==> src/rtl/mem_arb_pkg.sv <==
// Shared definitions for the unified memory-port arbiter: MemSize encoding,
// FSM state type, transaction-owner constants and the alignment predicate.
package mem_arb_pkg;

  localparam logic [1:0] MS_BYTE = 2'b00;
  localparam logic [1:0] MS_HALF = 2'b01;
  localparam logic [1:0] MS_WORD = 2'b11;

  localparam logic OWN_IF = 1'b0;
  localparam logic OWN_DM = 1'b1;

  typedef enum logic [1:0] {
    IDLE = 2'b00,
    REQ  = 2'b01,
    RSP  = 2'b10
  } arb_state_e;

  // True when a half is not 2-byte aligned or a word is not 4-byte aligned.
  function automatic logic misaligned(input logic [1:0] size, input logic [1:0] lo);
    return ((size == MS_HALF) && lo[0]) || ((size == MS_WORD) && (lo != 2'b00));
  endfunction

endpackage

==> src/rtl/mem_lane_align.sv <==
// Combinational byte-lane logic: store mask/replication from the requester's
// size and address, load lane selection with sign or zero extension.
module mem_lane_align
  import mem_arb_pkg::*;
(
  input  logic [1:0]  st_size_i,
  input  logic [1:0]  st_lo_i,
  input  logic [31:0] st_wdata_i,
  input  logic [1:0]  ld_size_i,
  input  logic [1:0]  ld_lo_i,
  input  logic        ld_uns_i,
  input  logic [31:0] ld_rdata_i,
  output logic [3:0]  st_wmask_o,
  output logic [31:0] st_wdata_o,
  output logic [31:0] ld_data_o
);

  logic [7:0]  ld_byte;
  logic [15:0] ld_half;

  always_comb begin
    st_wmask_o = 4'b1111;
    st_wdata_o = st_wdata_i;
    case (st_size_i)
      MS_BYTE: begin
        st_wmask_o = 4'b0001 << st_lo_i;
        st_wdata_o = {4{st_wdata_i[7:0]}};
      end
      MS_HALF: begin
        st_wmask_o = st_lo_i[1] ? 4'b1100 : 4'b0011;
        st_wdata_o = {2{st_wdata_i[15:0]}};
      end
      default: begin
        st_wmask_o = 4'b1111;
        st_wdata_o = st_wdata_i;
      end
    endcase
  end

  always_comb begin
    ld_byte = ld_rdata_i[7:0];
    case (ld_lo_i)
      2'd0:    ld_byte = ld_rdata_i[7:0];
      2'd1:    ld_byte = ld_rdata_i[15:8];
      2'd2:    ld_byte = ld_rdata_i[23:16];
      default: ld_byte = ld_rdata_i[31:24];
    endcase
    ld_half = ld_lo_i[1] ? ld_rdata_i[31:16] : ld_rdata_i[15:0];
  end

  always_comb begin
    ld_data_o = ld_rdata_i;
    case (ld_size_i)
      MS_BYTE: ld_data_o = {{24{ld_byte[7] & ~ld_uns_i}}, ld_byte};
      MS_HALF: ld_data_o = {{16{ld_half[15] & ~ld_uns_i}}, ld_half};
      default: ld_data_o = ld_rdata_i;
    endcase
  end

endmodule

==> src/rtl/mem_port_arbiter.sv <==
// Shares one memory port between instruction fetch and load/store, one
// transaction at a time. Define MEM_ARB_ALIGN_CHECK_EN to reject misaligned data accesses.
module mem_port_arbiter
  import mem_arb_pkg::*;
#(
  parameter int ADDR_W = 32,
  parameter int DATA_W = 32
) (
  input  logic              clk,
  input  logic              rst_n,
  input  logic              if_req,
  input  logic [ADDR_W-1:0] if_addr,
  output logic              if_valid,
  output logic [DATA_W-1:0] if_rdata,
  input  logic              dm_req,
  input  logic              dm_we,
  input  logic [1:0]        dm_size,
  input  logic              dm_unsigned,
  input  logic [ADDR_W-1:0] dm_addr,
  input  logic [DATA_W-1:0] dm_wdata,
  output logic              dm_valid,
  output logic [DATA_W-1:0] dm_rdata,
  output logic              dm_err,
  output logic              mem_req,
  output logic              mem_we,
  output logic [ADDR_W-1:0] mem_addr,
  output logic [3:0]        mem_wmask,
  output logic [DATA_W-1:0] mem_wdata,
  input  logic              mem_gnt,
  input  logic              mem_rvalid,
  input  logic [DATA_W-1:0] mem_rdata
);

  generate
    if (DATA_W != 32) begin : g_bad_data_w
      $error("mem_port_arbiter: DATA_W must be 32");
    end
  endgenerate

  arb_state_e        state_q;
  logic              own_q;
  logic              last_own_q;
  logic              err_q;
  logic [1:0]        size_q;
  logic [1:0]        lo_q;
  logic              uns_q;
  logic              mem_req_q;
  logic              mem_we_q;
  logic [ADDR_W-1:0] mem_addr_q;
  logic [3:0]        mem_wmask_q;
  logic [DATA_W-1:0] mem_wdata_q;

  logic              dm_win_d;
  logic              if_win_d;
  logic              dm_bad_d;
  logic [3:0]        st_wmask;
  logic [31:0]       st_wdata;
  logic [31:0]       ld_data;
  logic              rsp_fire;
  logic              wr_fire;
  logic              dm_rsp;
  logic              unused_if_lo;

  assign unused_if_lo = ^if_addr[1:0];

  mem_lane_align u_align (
    .st_size_i  (dm_size),
    .st_lo_i    (dm_addr[1:0]),
    .st_wdata_i (dm_wdata),
    .ld_size_i  (size_q),
    .ld_lo_i    (lo_q),
    .ld_uns_i   (uns_q),
    .ld_rdata_i (mem_rdata),
    .st_wmask_o (st_wmask),
    .st_wdata_o (st_wdata),
    .ld_data_o  (ld_data)
  );

  // Data side wins a tie unless it also took the previous grant.
  assign dm_win_d = dm_req && (!if_req || (last_own_q != OWN_DM));
  assign if_win_d = if_req && !dm_win_d;

`ifdef MEM_ARB_ALIGN_CHECK_EN
  assign dm_bad_d = dm_win_d && misaligned(dm_size, dm_addr[1:0]);
`else
  assign dm_bad_d = 1'b0;
`endif

  always_ff @(posedge clk or negedge rst_n) begin
    if (!rst_n) begin
      state_q     <= IDLE;
      own_q       <= OWN_IF;
      last_own_q  <= OWN_IF;
      err_q       <= 1'b0;
      size_q      <= MS_WORD;
      lo_q        <= 2'b00;
      uns_q       <= 1'b0;
      mem_req_q   <= 1'b0;
      mem_we_q    <= 1'b0;
      mem_addr_q  <= '0;
      mem_wmask_q <= 4'b0000;
      mem_wdata_q <= '0;
    end else begin
      err_q <= 1'b0;
      case (state_q)
        IDLE: begin
          // While an error pulse is out the requester still holds dm_req; skip it.
          if (!err_q && (dm_win_d || if_win_d)) begin
            if (dm_bad_d) begin
              err_q      <= 1'b1;
              last_own_q <= OWN_DM;
            end else if (dm_win_d) begin
              state_q     <= REQ;
              own_q       <= OWN_DM;
              last_own_q  <= OWN_DM;
              mem_req_q   <= 1'b1;
              mem_we_q    <= dm_we;
              mem_addr_q  <= {dm_addr[ADDR_W-1:2], 2'b00};
              mem_wmask_q <= st_wmask;
              mem_wdata_q <= st_wdata;
              size_q      <= dm_size;
              lo_q        <= dm_addr[1:0];
              uns_q       <= dm_unsigned;
            end else begin
              state_q     <= REQ;
              own_q       <= OWN_IF;
              last_own_q  <= OWN_IF;
              mem_req_q   <= 1'b1;
              mem_we_q    <= 1'b0;
              mem_addr_q  <= {if_addr[ADDR_W-1:2], 2'b00};
              mem_wmask_q <= 4'b1111;
              mem_wdata_q <= '0;
              size_q      <= MS_WORD;
              lo_q        <= 2'b00;
              uns_q       <= 1'b0;
            end
          end
        end
        REQ: begin
          if (mem_gnt) begin
            mem_req_q <= 1'b0;
            state_q   <= mem_we_q ? IDLE : RSP;
          end
        end
        RSP: begin
          if (mem_rvalid) state_q <= IDLE;
        end
        default: state_q <= IDLE;
      endcase
    end
  end

  assign rsp_fire = (state_q == RSP) && mem_rvalid;
  assign wr_fire  = (state_q == REQ) && mem_gnt && mem_we_q;
  assign dm_rsp   = rsp_fire && (own_q == OWN_DM);

  assign if_valid = rsp_fire && (own_q == OWN_IF);
  assign if_rdata = if_valid ? mem_rdata : '0;
  assign dm_valid = dm_rsp || wr_fire || err_q;
  assign dm_rdata = dm_rsp ? ld_data : '0;

`ifdef MEM_ARB_ALIGN_CHECK_EN
  assign dm_err = err_q;
`else
  assign dm_err = 1'b0;
`endif

  assign mem_req   = mem_req_q;
  assign mem_we    = mem_we_q;
  assign mem_addr  = mem_addr_q;
  assign mem_wmask = mem_wmask_q;
  assign mem_wdata = mem_wdata_q;

endmodule

==> config.mk <==
export PLATFORM = sky130hd
export DESIGN_NAME = mem_port_arbiter
export DESIGN_NICKNAME = d
export VERILOG_FILES = /design/src/rtl/mem_arb_pkg.sv /design/src/rtl/mem_lane_align.sv /design/src/rtl/mem_port_arbiter.sv
export SDC_FILE = /design/constraint.sdc
export NUM_CORES = 1
export LEC_CHECK = 0
export ABC_AREA = 1
export CAP_MARGIN = 10
export CORE_MARGIN = 2
export CORE_UTILIZATION = 44
export CTS_BUF_LIST = sky130_fd_sc_hd__clkbuf_16
export CTS_CLUSTER_SIZE = 28
export DETAILED_ROUTE_END_ITERATION = 10
export GPL_TIMING_DRIVEN = 1
export PLACE_DENSITY = 0.87
export SLEW_MARGIN = 20
export SYNTH_ARGS = -nofsm -noshare
export SYNTH_HDL_FRONTEND = slang
export SYNTH_HIERARCHICAL = 1
export SYNTH_SLANG_ARGS = --single-unit
==> constraint.sdc <==
create_clock -name clk -period 2.65 [get_ports clk]
set_input_delay 0.53 -clock clk [delete_from_list [all_inputs] [get_ports clk]]
set_output_delay 0.53 -clock clk [all_outputs]
set_load 0.01 [all_outputs]
==> results.ini, run 1 <==
[layout]
finish.utilization_pct=72.1
area_growth_pct=59.6
insertedDiodeCount=0
layout.cell_area.non_filler_um2=8660
nets=1255
filler_cell_count=969
final_cells=1269
layout-drive-gt1-share_pct=8.82
multiInputGateArea_um2=2550
ff_latch_area_um2=1910

[floorplanning]
initial_core_util_pct=45.2
site_rows=40
fp.dieArea_um2=13200
fp.dieW_um=115
die_y_um=115
io-pin-count=275
core_um2=12000

[place]
dpl_cell_area_um2=8230
hpwl_um=13700
portBuffers=269
placed_cells=1247
finalWeightedCongestion=0.913

[global_routing]
grt-ovfl-total=0
grt_antenna_before_repair=0
grt_first_pass_wirelength_um=28000
first_global_vias=5655
maximum_number_of_pins_on_one_net_before_global_route_repair=77
grt_use_total_pct=26.8

[timing]
period_share_pct=98.8
final_setup_viols=0
min_period_ns=2.62
max_freq_mhz=382
fin_worst_skew_ns=0.00675
report.final.hold_viol_count=0
finalMaxSlewViolations=0
totalNegativeSetupSlack_ns=0
max-slew-margin-rel_pct=36.4
tightestPinTransition_ns=0.955

[drt]
drtIter0Drc=457
totalWireLength_um=18600
detail_route.drc_violations=0
detailroute.via_count=6238
dr.pass1.iters=5
detail-route-antenna-nets=0
drt-vias-per-instance=4.92
wire_per_inst_um=14.6

[logic_synthesis]
synthTopCellsByCount=nand2_1, inv_1, nand3_1, dfrtp_1, nor2_1
synth_top_cell_by_area=dfrtp_1
synth_largest_type_area_fraction_pct=34.1
yosysSeqAreaShare_pct=35.1
yosys_register_bits=76
ys_warn_count=6
synthCells=851
synth.avg_cell_area_um2=6.38
post-synth-top-count-cell=nand2_1
post_synth_instance_area_um2=5430
yosys-top-cells-area=dfrtp_1, nand2_1, inv_1
synth-edff-count=0
synth_cell_types=28
synth_top_flop_cell=dfrtp_1
asyncSetResetFlopFracSynth_pct=100

[clock_tree]
tritoncts_clock_tree=done
cts.clk_slew.worst_paths_ns=0.06
cts_root_buffer=clkbuf_16
cts_made_buffers=9
cts_max_path_buffers=2
worstSkewPairLatency_ns=0.33
cts.htree.levels=3
clock_sinks=76

[power_and_ir_drop]
maximum_resistive_drop_on_vdd_v=0.000480
design_power_total_w=0.00789
pwr_density_cell_nw_per_um2=911
total_leakage_power_nw=5.19

[critical_path]
startpoint_type=primary input
critical-path-slowest-cell=clkdlybuf4s50_1
crit_cells=5
timing.critical_path.cells=clkdlybuf4s50_1, nand4_1, buf_12, nor2_1, clkdlybuf4s50_1
cp_data_arrival_time_ns=2.09
r2r_slack_ns=0.95
critical_path_required_ns=2.12
reg2reg_depth=5
end_kind=primary output
path_class=in2out
cp_common_cell=clkdlybuf4s50_1
cp_max_fo=33
critPathTopFamily=buffers and inverters
rr_startpoint=last_own_q
crit_path_max_incr_delay_ns=0.55
reg2reg_to=mem_wdata[0]
worstPathBufferInverterCount=3

[flow_run]
timing.max_cap.violations=0

[worst_hold_path]
min_path_type=in2async

[outcome]
status=completed

==> through the flow <==
stage               worst slack [ns]  hold slack (ns)
floorplan                      0.764            0.234
global placement              -0.231            0.453
detailed placement            -0.292            0.457
CTS                          0.00108            0.391
global route                 -0.0171            0.440
finish                        0.0325            0.333
==> layer usage <==
layer | vias up | global-route usage [%] | routed length [um]
li1 | 3086 | - | -
met1 | 2805 | 32.0 | 7090
met2 | 293 | 45.4 | 9110
met3 | 54 | 6.54 | 1530
met4 | 0 | 13.0 | 828
met5 | - | 0 | 0
==> how the worst max path moves through the flow <==
stage,to,from,slack (ns)
floorplan,dm_rdata[2],size_q[1],0.76
global placement,dm_rdata[16],mem_rdata[31],-0.23
detailed placement,dm_rdata[16],mem_rdata[31],-0.29
CTS,dm_rdata[6],lo_q[1],0.001
global route,if_rdata[20],mem_rvalid,-0.02
finish,if_rdata[20],mem_rvalid,0.03
==> logic make-up (layout without fill, tap and decap cells) <==
kind of cell / after synthesis / in the layout / share of synthesized area, %
buffers and inverters: 210 / 479 / 18.2
other: 1 / 3 / 0.0691
and+or+nand+nor: 521 / 521 / 41.9
DFF: 76 / 76 / 35.1
AOI/OAI and AO/OA: 43 / 43 / 4.73
==> worst register-to-register path, delay by kind of cell, from the launching register on <==
| kind | cells | cell delay [ns] |
|---|---|---|
| AND/OR/NAND/NOR | 4 | 0.69 |
| buffers and inverters | 1 | 0.54 |
| flip-flops | 1 | 0.41 |
==> sequential cells by signal, indices dropped and copies added, names as in the netlist <==
register,flops
lo_q,2
size_q,2
uns_q,1
mem_req,1
last_own_q,1
mem_wdata,32
mem_wmask,4
mem_we,1
mem_addr,30
state_q,2
==> cells in the final DEF, fill, tap and decap left out, types with 10 or more instances in the layout <==
cell type / n
dlygate4sd2_1: 27
nand3_1: 107
dlymetal6s2s_1: 23
buf_4: 36
nand3_2: 21
clkbuf_16: 10
o21ai_0: 20
nor2_1: 70
clkdlybuf4s50_1: 217
dfrtp_1: 73
o211ai_1: 10
nand2_1: 313
inv_1: 145
==> final cells by class <==
class	instances	share of cell area, %
sequential	76	22.0
tap	147	2.12
multi-input combinational	567	29.4
timing repair buffer	313	36.3
inverter	150	6.50
clock buffer	9	2.60
clock inverter	7	1.04
==> what timing repair did <==
action,4_1_cts,5_1_grt
resized for setup,32,28
hold buffers,0,0
buffers inserted,4,1
endpoints found under the setup margin,32,25
endpoints found under the hold margin,0,0
cloned,0,1
==> power breakdown <==
| part | total (W) | internal (W) | switching [W] |
|---|---|---|---|
| Combinational | 0.00449 | 0.00208 | 0.00241 |
| Sequential | 0.00210 | 0.00173 | 0.000361 |
| Clock | 0.00130 | 0.000821 | 0.000481 |
| Total | 0.00789 | 0.00464 | 0.00325 |
(Power assumes the default switching activity.)
==> inputs of run 2 (changes only) <==
CORE_AREA = 4 4 104 106   (was not set)
CORE_MARGIN = not set   (was 2)
CORE_UTILIZATION = not set   (was 44)
DIE_AREA = 0 0 108 110   (was not set)
DONT_BUFFER_PORTS = 1   (was not set)
PLACE_DENSITY = 0.7   (was 0.87)
==> results.ini, run 2 (synthesis results as in run 1) <==
[drt]
detailroute.via_count=5385  ; -14%
wire_per_inst_um=15.6  ; +6.5%
dr.pass1.iters=6  ; +1
detail-route-antenna-nets=0  ; unchanged
drtIter0Drc=497  ; +8.8%
drt-vias-per-instance=5.27  ; +7.3%
totalWireLength_um=15900  ; -14%
detail_route.drc_violations=0  ; unchanged

[global_routing]
met3_capacity_usage_during_global_routing_pct=7.16  ; +0.63 points
grt_first_pass_wirelength_um=24400  ; -13%
maximum_number_of_pins_on_one_net_before_global_route_repair=75  ; -2.6%
grt-ovfl-total=0  ; unchanged
first_global_vias=4969  ; -12%
groute.layer.met1.usage_pct=33.3  ; +1.3 points
grt_antenna_before_repair=0  ; unchanged
globalRouteMet2Util_pct=41.1  ; -4.3 points
grt_use_total_pct=25.7  ; -1.1 points
grt-busiest-layer=met2

[timing]
final_setup_viols=0  ; unchanged
report.final.hold_viol_count=0  ; unchanged
fin_worst_skew_ns=0.00903  ; +0.00228 ns
max_freq_mhz=397  ; +4.0%
totalNegativeSetupSlack_ns=0  ; unchanged
rsz0062_at_grt=false
period_share_pct=95.0  ; -3.8 points
tightestPinTransition_ns=0.658  ; -0.296 ns
final_hold_slack_ns=0.0457  ; -0.288 ns
max-slew-margin-rel_pct=55.9  ; +20 points
min_period_ns=2.52  ; -0.101 ns
finalMaxSlewViolations=0  ; unchanged

[floorplanning]
site_rows=36  ; -10%
initial_core_util_pct=55.5  ; +10 points
fp.dieArea_um2=11900  ; -10%
core_um2=9770  ; -19%
die_y_um=110  ; -4.4%
io-pin-count=275  ; unchanged
fp.dieW_um=108  ; -6.1%

[critical_path]
critical_path_required_ns=2.12  ; about the same
cp_data_arrival_time_ns=1.99  ; -0.10 ns
cp_max_fo=24  ; -27%
critPathTopFamily=simple AND/OR/NAND/NOR gates
timing.critical_path.cells=nor2_1, nand2_1, nand3_1, nand3_4, nand3_1, inv_1, nor2_1, buf_4
worstPathBufferInverterCount=2  ; -1
path_class=reg2out
end_kind=primary output
critical-path-slowest-cell=dfrtp_2
startpoint_type=register
crit_path_max_incr_delay_ns=0.45  ; -0.10 ns

[power_and_ir_drop]
share_clk_of_total_power_pct=17.7  ; +1.2 points
power.switching_w=0.00293  ; -9.7%
internal_power_w=0.00331  ; -29%
comb_pwr_share_pct=42.7  ; -14 points
sequentialPowerShare_pct=39.7  ; +13 points
power_switching_share_pct=47.0  ; +5.8 points
maximum_resistive_drop_on_vdd_v=0.000687  ; +43%
total_leakage_power_nw=3.79  ; -27%
pwr_density_cell_nw_per_um2=1020  ; +12%

[layout]
area_growth_pct=12.5
nets=1021  ; -19%
layout_commonest_cell=nand2_1
final_cell_mix=nand2_1, inv_1, nand3_1
insertedDiodeCount=0  ; unchanged
finish.utilization_pct=62.4  ; -9.7 points
layout-drive-gt1-share_pct=14.8  ; +5.9 points
filler_cell_count=936  ; -3.4%
largest_register_ff_count=32  ; unchanged

[place]
finalWeightedCongestion=0.892  ; -2.2%
portBuffers=0  ; -100%
hpwl_um=11700  ; -15%

[clock_tree]
cts.clk_slew.worst_paths_ns=0.06  ; about the same
cts_root_buffer=clkbuf_16
cts_max_path_buffers=2  ; unchanged
cts.htree.levels=3  ; unchanged
tritoncts_clock_tree=done
worstSkewPairLatency_ns=0.33  ; about the same
cts_made_buffers=9  ; unchanged
clock_sinks=76  ; unchanged

[outcome]
status=completed

[worst_hold_path]
min_path_type=in2async

[flow_run]
timing.max_cap.violations=0  ; unchanged

[run 2: changes by cell type in the layout (fill, tap and decap cells not counted), moves of 2 or more]
cell / delta
buf_12: -3
buf_4: +39
dlygate4sd2_1: -27
dlymetal6s2s_1: -23
clkdlybuf4s50_1: -217
buf_6: -2
bufinv_16: -2
[run 2: path summary, 6_finish.rpt]
check	startpoint	slack [ns]	to	depth (start not counted)
setup / recovery	lo_q[1]	0.13	dm_rdata[17]	8
hold / removal	rst_n	0.05	size_q[0]	0
setup reg to reg	last_own_q	1.22	mem_wdata[29]	5
hold reg to reg	uns_q	0.48	uns_q	2
max in group asynchronous	rst_n	2.25	state_q[1]	1
min in group clk	mem_gnt	0.30	state_q[0]	1
[run 2: cell type report]
| cell class | count | area (um2) | share of cell area, % |
|---|---|---|---|
| multi-input cells | 567 | 2540 | 41.7 |
| repair buffers | 79 | 651 | 10.7 |
| clock inverters | 7 | 42.5 | 0.697 |
| clock buffers | 9 | 225 | 3.69 |
| inverters | 150 | 563 | 9.23 |
| well taps | 133 | 166 | 2.73 |
| flip-flops and latches | 76 | 1910 | 31.3 |
[run 2: power groups by stage]
stage               clock network, W  registers, W  logic [W]
finish                       0.00110       0.00248    0.00267
detailed placement                 0       0.00249    0.00260
global placement                   0       0.00248    0.00250
floorplan                          0       0.00227    0.00234
CTS                          0.00113       0.00248    0.00262
global route                 0.00117       0.00256    0.00304
[run 2: metrics by stage]
stage	cells	setup WS [ns]	total power, W	cell area (um2)
final	1021	0.134	0.00625	6100
after CTS	1018	0.116	0.00623	6060
after global placement	1001	0.523	0.00497	5760
after detailed placement	1001	0.470	0.00508	5760
after floorplan	853	0.764	0.00461	5430
after global routing	1021	0.00448	0.00677	6100
[run 2: timing repair]
action,CTS,global route
endpoints found under the hold margin,74,0
buffers inserted,0,3
resized for setup,0,3
hold buffers,1,0
setup endpoints to repair,0,5
[run 2: routing by layer]
| metal | routed length [um] | share of wire [%] |
|---|---|---|
| met1 | 6320 | 40 |
| met2 | 7460 | 47 |
| met3 | 1670 | 10 |
| met4 | 467 | 2.9 |
| met5 | 0 | 0 |
==> inputs of run 3 (changes only) <==
CTS_CLUSTER_DIAMETER = 50   (was not set)
==> results of run 3 <==
Final layout, timing and power as in run 2 (identical DEF).
